===== config.mk =====
export PLATFORM = sky130hd
export DESIGN_NAME = seq_signed_mult
export DESIGN_NICKNAME = d
export VERILOG_FILES = /design/src/rtl/seq_mult_pkg.sv /design/src/rtl/seq_mult_booth_step.sv /design/src/rtl/seq_signed_mult.sv
export SDC_FILE = /design/constraint.sdc
export NUM_CORES = 1
export LEC_CHECK = 0
export CAP_MARGIN = 30
export CORE_MARGIN = 3
export CORE_UTILIZATION = 58
export CTS_CLUSTER_DIAMETER = 30
export DETAILED_ROUTE_END_ITERATION = 10
export GPL_TIMING_DRIVEN = 0
export HOLD_SLACK_MARGIN = 0.06
export MAX_ROUTING_LAYER = met4
export PLACE_DENSITY = 0.89
export SETUP_SLACK_MARGIN = 0.15
export SYNTH_ARGS = -nofsm -noshare
export SYNTH_HDL_FRONTEND = slang
export SYNTH_HIERARCHICAL = 1
export SYNTH_SLANG_ARGS = --single-unit

===== constraint.sdc =====
create_clock -name clk -period 8.4 [get_ports clk]
set_input_delay 1.68 -clock clk [delete_from_list [all_inputs] [get_ports clk]]
set_output_delay 1.68 -clock clk [all_outputs]
set_load 0.03 [all_outputs]

===== src/rtl/seq_mult_pkg.sv =====
// Shared types and constants for the iterative Booth multiplier.
// Optional done output is enabled with SEQ_MULT_DONE_EN.
package seq_mult_pkg;

  localparam int SEQ_MULT_WIDTH = 32;

  localparam int SEQ_MULT_CNT_W = $clog2(SEQ_MULT_WIDTH + 1);

  typedef enum logic [1:0] {
    IDLE = 2'd0,
    BUSY = 2'd1,
    DONE = 2'd2
  } state_e;

  function automatic int cnt_width(input int w);
    return $clog2(w + 1);
  endfunction

endpackage


===== src/rtl/seq_mult_booth_step.sv =====
// One radix-2 Booth step: add/sub the multiplicand into the
// upper half, then arithmetic-shift {acc, mplier, q(-1)} right.
module seq_mult_booth_step
  import seq_mult_pkg::*;
#(
  parameter int WIDTH = SEQ_MULT_WIDTH
) (
  input  logic [WIDTH:0]   acc_i,
  input  logic [WIDTH-1:0] mcand_i,
  input  logic [WIDTH-1:0] mplier_i,
  input  logic             qm1_i,
  output logic [WIDTH:0]   acc_o,
  output logic [WIDTH-1:0] mplier_o,
  output logic             qm1_o
);

  logic [WIDTH:0] mc_ext;
  logic [WIDTH:0] sum;

  // One extra bit keeps -2^(WIDTH-1) add/sub from overflowing.
  assign mc_ext = {mcand_i[WIDTH-1], mcand_i};

  always_comb begin
    sum = acc_i;
    unique case ({mplier_i[0], qm1_i})
      2'b01:   sum = acc_i + mc_ext;
      2'b10:   sum = acc_i - mc_ext;
      default: sum = acc_i;
    endcase
  end

  assign acc_o    = {sum[WIDTH], sum[WIDTH:1]};
  assign mplier_o = {sum[0], mplier_i[WIDTH-1:1]};
  assign qm1_o    = mplier_i[0];

endmodule


===== src/rtl/seq_signed_mult.sv =====
// Iterative signed multiplier, one Booth step per enabled clock.
// Define SEQ_MULT_DONE_EN to add the registered done output.
module seq_signed_mult
  import seq_mult_pkg::*;
#(
  parameter int WIDTH = SEQ_MULT_WIDTH
) (
  input  logic               clk,
  input  logic               rst,
  input  logic               en,
  input  logic [WIDTH-1:0]   A,
  input  logic [WIDTH-1:0]   B,
  output logic [2*WIDTH-1:0] OUT
`ifdef SEQ_MULT_DONE_EN
  ,
  output logic               done
`endif
);

  localparam int CW = cnt_width(WIDTH);

  state_e             state_q;
  logic [WIDTH-1:0]   mcand_q;
  logic [WIDTH-1:0]   mplier_q;
  logic [WIDTH:0]     acc_q;
  logic               qm1_q;
  logic [CW-1:0]      cnt_q;
  logic [2*WIDTH-1:0] out_q;
  logic               done_q;

  logic [WIDTH:0]     acc_d;
  logic [WIDTH-1:0]   mplier_d;
  logic               qm1_d;

  seq_mult_booth_step #(
    .WIDTH (WIDTH)
  ) u_step (
    .acc_i    (acc_q),
    .mcand_i  (mcand_q),
    .mplier_i (mplier_q),
    .qm1_i    (qm1_q),
    .acc_o    (acc_d),
    .mplier_o (mplier_d),
    .qm1_o    (qm1_d)
  );

  always_ff @(posedge clk) begin
    if (!rst) begin
      state_q  <= IDLE;
      mcand_q  <= '0;
      mplier_q <= '0;
      acc_q    <= '0;
      qm1_q    <= 1'b0;
      cnt_q    <= '0;
      out_q    <= '0;
      done_q   <= 1'b0;
    end else begin
      unique case (state_q)
        IDLE: begin
          if (en) begin
            mcand_q  <= A;
            mplier_q <= B;
            acc_q    <= '0;
            qm1_q    <= 1'b0;
            cnt_q    <= CW'(WIDTH);
            state_q  <= BUSY;
          end
        end
        BUSY: begin
          if (en) begin
            acc_q    <= acc_d;
            mplier_q <= mplier_d;
            qm1_q    <= qm1_d;
            cnt_q    <= cnt_q - CW'(1);
            if (cnt_q == CW'(1)) begin
              out_q   <= {acc_d[WIDTH-1:0], mplier_d};
              done_q  <= 1'b1;
              state_q <= DONE;
            end
          end
        end
        DONE: begin
          if (!en) begin
            done_q  <= 1'b0;
            state_q <= IDLE;
          end
        end
        default: begin
          done_q  <= 1'b0;
          state_q <= IDLE;
        end
      endcase
    end
  end

  assign OUT = out_q;

`ifdef SEQ_MULT_DONE_EN
  assign done = done_q;
`else
  logic unused_done;
  assign unused_done = done_q;
`endif

endmodule


---- Yosys cells after proc, flatten, opt, wreduce, memory -nomap -nowiden ----
Cells that the tools add are included.
word-level totals
  register bits after elaboration ......... 170
  latch bits .............................. 0
  RAM bits ................................ 0
  memory bits (read-only) ................. 0
  logic and storage cells ................. 43
  memories ................................ 0
operators by class
  $add $sub $neg .......................... 3
  multiply operators ...................... 0
  div/mod/pow operators ................... 0
  order comparisons ....................... 0
  equality and inequality tests ........... 9
  shift-type cells ........................ 0
  multiplexer cells ....................... 18
  bitwise gates (word level) .............. 0
  reductions and logical operators ........ 6
operator list
  operator             number
  $pmux 33 s2          2
  $mux 33              2
  $mux 32              2
  $pmux 32 s2          1
  $add 33x33->33       1
  $sub 33x33->33       1
  $mux 6               2
  $pmux 6 s2           1
  $mux 2               4
  $ne 2x2->1 const B   4
  $eq 6x1->1 const B   1
  $pmux 2 s3           1
  $reduce_and 3->1     2
  $sub 6x1->6 const B  1
  $eq 2x1->1 const B   2
  $eq 2x2->1 const B   2
  $reduce_and 4->1     1
  $logic_not 2->1      1
  $mux 1               2
  $pmux 1 s2           1
  $reduce_and 2->1     1
  $reduce_bool 2->1    1

---- Longest topological paths before layout ----
  depth after elaboration ................. 4
  depth in mapped cells ................... 20
  depth with buffers taken out ............ 20

---- Modules after synthesis ----
The synthesis kept the hierarchy.
by module, submodules not included
  module               times used  cells each  area an instance (µm²)  sequential area each (µm²)
  seq_signed_mult      1           758         6535.0                  3403.3
  seq_mult_booth_step  1           483         3164.3                  0.0

---- Worst setup path after synthesis ----
No wires, ideal clock.
  kind .................................... register to register
  start point ............................. register mcand_q[4]
  end point ............................... register acc_q[32]
  arrival time ............................ 3.929 ns
  slack ................................... 4.343 ns
  cell stages (with the launch flop) ...... 19
  path buffers ............................ 1
  clock period less this slack ............ 4.057 ns
  cells stage by stage .................... dfxtp_1 or3_1 or3_1 nor3_1 and3_2 nand3b_1 nor3_1 a21oi_1 xnor2_1 ha_1 a21oi_1 o21bai_1 a21oi_1 nor4bb_2 a2111oi_2 o2111a_1 buf_4 a22oi_1 nor2_1
on the way
  longest elaborated chain between the ends .. 4
  elaborated cells on any way between the ends .. 5
ends and longest elaborated chain
  what                                              RTL line                                              source
  start, declared                                   seq_signed_mult.sv:23                                 logic [WIDTH-1:0] mcand_q;
  start signal, assigned                            seq_signed_mult.sv:50                                 mcand_q <= '0;
  start signal, assigned                            seq_signed_mult.sv:61                                 mcand_q <= A;
  $sub 33x33->33 or $add 33x33->33 (tied branches)  seq_mult_booth_step.sv:27, seq_mult_booth_step.sv:26
  $pmux 33 s2 *                                     seq_mult_booth_step.sv:25                             unique case ({mplier_i[0], qm1_i})
  via acc_d[31]                                     seq_signed_mult.sv:31                                 logic [WIDTH:0] acc_d;
  $mux 33 *                                         seq_signed_mult.sv:70                                 if (en) begin
  $pmux 33 s2 *                                     seq_signed_mult.sv:58                                 unique case (state_q)
  end signal, assigned                              seq_signed_mult.sv:52                                 acc_q <= '0;
  end signal, assigned                              seq_signed_mult.sv:63                                 acc_q <= '0;
  end signal, assigned                              seq_signed_mult.sv:71                                 acc_q <= acc_d;
  end, declared                                     seq_signed_mult.sv:25                                 logic [WIDTH:0] acc_q;
Mark *: on every way through the listed nets, which the timed path passes. The rest lies on a longest branch. The select of a mux whose other input is x is not followed.
A chain may end at the register's enable or synchronous reset.

---- Final worst setup path ----
  start point ............................. register mcand_q[4]
  end point ............................... register acc_q[29]
The elaborated chain is that of the path after synthesis.

==> results.ini <==
[sta]
period_share = 0.610
drv_slew = 0
holdWs_ns = 0.458
finalSetupViolCount = 0
relSlewSlack = 0.547
rsz0062_at_grt = no
tightest_slew_ns = 0.680
clock_skew_ns = 0.0108
finalHoldViolations = 0
fmax_mhz = 195
fin_crit_ns = 5.13
finalWorstSetupSlack_ns = 3.27
fin_tns_setup_ns = 0

[logic_synthesis]
synthesis.instances = 1241
synth_fp_nets = 1345
netlist_area_sq_um = 9700
synth.distinct_cells = 72
synth_edf_count = 0
synth_seq_cells = 170
yosysSeqAreaShare = 0.351
syn_avg_cell_area_sq_um = 7.82
dominantRegCellSynth = dfxtp_1
synthArstFlopShare = 0
yosysWarnings = 6

[critical_path]
required_ns = 8.77
path_buf_inv = 0
critical_path_class = reg2reg
crit_fanout = 6
slowest_delay_ns = 0.52
crit_family = compound AO/OA/AOI/OAI gates
start_kind = flip-flop
worstPathArrival_ns = 5.49
end_kind = flip-flop
slowest_stage = a211oi_1
crit_chain = or3_1 -> or3_1 -> nor3_1 -> nor2_1 -> xnor2_1 -> ha_1 -> a2111oi_0 -> o21ai_1 -> a221oi_1 -> o211ai_1 -> a211oi_1 -> o31a_2 -> nor4_1 -> a311oi_1 -> a22oi_1 -> nor2_1

[hold_path]
hold_path.class = reg2reg

[clocking]
clock-sinks = 170
ctsHoldBuffers = 0
cts_resized = 0
clkTransAtPathRegs_ns = 0.07
cts_setup_buffers = 0
ctsHtreeMaxLevel = 4
clockBufferDepth = 2
numCtsBuffers = 17
cts_tree = done
cts-root-buf = clkbuf_16
insertion_delay_ns = 0.44

[routing]
wire_per_inst_microns = 16.9
drc = 0
drtIter0Drc = 967
vias = 9384
vias_per_cell = 5.80
routed_wirelength_microns = 27300
drtAntennaViolNets = 0
dr.pass1.iters = 5

[power]
power_w = 0.00214
switching_power_w = 0.000665
power_density_nw_per_um2 = 181
vdd_drop_max_mv = 0.157
static-leakage-power_nw = 4.90
clockPowerShare = 0.377
intPower_w = 0.00148
pwr-share-comb = 0.222
switching_share = 0.310
seqPwrFrac = 0.400

[cells_and_area]
layout.nets = 1494
final_common_cell = nand2_1
fin_util = 0.736
nFillCells = 1253
area_growth_pct = 22.4
drive_gt1_frac = 0.0799
n_antenna_cell = 0
mostFrequentLayoutCells = 309 x nand2_1, 170 x dfxtp_1, 130 x clkdlybuf4s50_1, 111 x nor2_1, 81 x a21oi_1

[die]
core_region_area_sq_um = 16100
dieWidth_microns = 135
std_cell_rows = 46
io_pins = 131
die_y_microns = 135
die-area_sq_um = 18300
start_util = 0.602

[placed_design]
dp_hpwl_microns = 20200
port_buffers = 130
place_ws_ns = 3.56
gp_congestion = 0.956

[global_route]
grt_util_all_layers = 0.302
grt_overflow = 0
antenna_found_initial = 0
grt_max_degree = 17
grt_pass1_vias = 8745
grt_pass1_wl_microns = 43600

[run]
cap_violations = 0

[run_status]
status = completed

cell families (layout without fill, tap and decap cells):
family	Yosys count	count (layout)	share of synthesized area
AND/OR/NAND/NOR	508	508	0.226
AO/OA/AOI/OAI	265	265	0.180
flip-flops	170	170	0.351
buffers and inverters	138	299	0.0747
multiplexers	69	69	0.0713
XOR/XNOR	54	54	0.0488
adder cells (fa/ha/maj)	37	37	0.0485
power by group through the flow:
stage	Sequential, W	Clock (W)	Combinational, W
final	0.000858	0.000809	0.000476
after global routing	0.000861	0.000845	0.000520
after CTS	0.000857	0.000811	0.000464
after detailed placement	0.000875	0	0.000457
after global placement	0.000874	0	0.000451
after floorplan	0.000870	0	0.000332
final timing paths:
path	start	slack, ns	depth (start not counted)	to
max	mcand_q[4]	3.27	16	acc_q[29]
min reg2reg	OUT[14]	0.46	2	OUT[14]
min	OUT[14]	0.46	2	OUT[14]
max reg2reg	mcand_q[4]	3.27	16	acc_q[29]
cell usage after synthesis, types with 8 or more instances:
cell | number | area share
dfxtp_1 | 170 | 0.35
mux2i_1 | 68 | 0.070
a22oi_1 | 35 | 0.027
ha_1 | 36 | 0.046
buf_2 | 20 | 0.010
a21o_1 | 12 | 0.0093
a311oi_1 | 33 | 0.030
buf_4 | 36 | 0.028
a31oi_1 | 10 | 0.0064
clkbuf_1 | 43 | 0.017
xnor2_1 | 43 | 0.039
nand2_1 | 309 | 0.12
a211oi_1 | 10 | 0.0077
o21ai_0 | 43 | 0.022
nand3_1 | 8 | 0.0041
xor2_1 | 11 | 0.0099
nor2_1 | 111 | 0.043
inv_1 | 25 | 0.0097
a21oi_1 | 81 | 0.042
nor3_1 | 22 | 0.011
stage by stage:
step	area (sq um)	cells
6_report	11900	1618
5_1_grt	11900	1618
4_1_cts	11900	1618
3_5_place_dp	11300	1587
3_3_place_gp	11300	1587
2_1_floorplan	9700	1241
tightest hold or removal path: cells and delay by family (launching register included):
family           cells  cell delay (ns)
DFF                  1             0.31
and+or+nand+nor      1             0.05
muxes                1             0.05
area by class of cell:
class                   instances  area [sq um]  share of cell area
multi-input cells             933          5570               0.469
plain buffers                 111           623              0.0525
clock inverters                13           158              0.0133
repair buffers                130          1300               0.110
inverters                      27           101             0.00854
flip-flops and latches        170          3400               0.287
clock buffers                  18           439              0.0370
well taps                     216           270              0.0228
sequential cells by signal, summed over array words and instances, names as in the netlist:
name,flops
qm1_q,1
state_q,2
cnt_q,6
mcand_q,32
OUT,64
acc_q,33
mplier_q,32
metal layers:
layer | vias to the layer above | GRT usage | part of all wire
met5 | - | - | 0
met4 | 0 | 0.0896 | 0.020
met3 | 48 | 0.0435 | 0.065
met2 | 375 | 0.467 | 0.45
met1 | 4401 | 0.415 | 0.46
li1 | 4560 | - | -
Note: power is estimated with default switching activity, not from simulation.
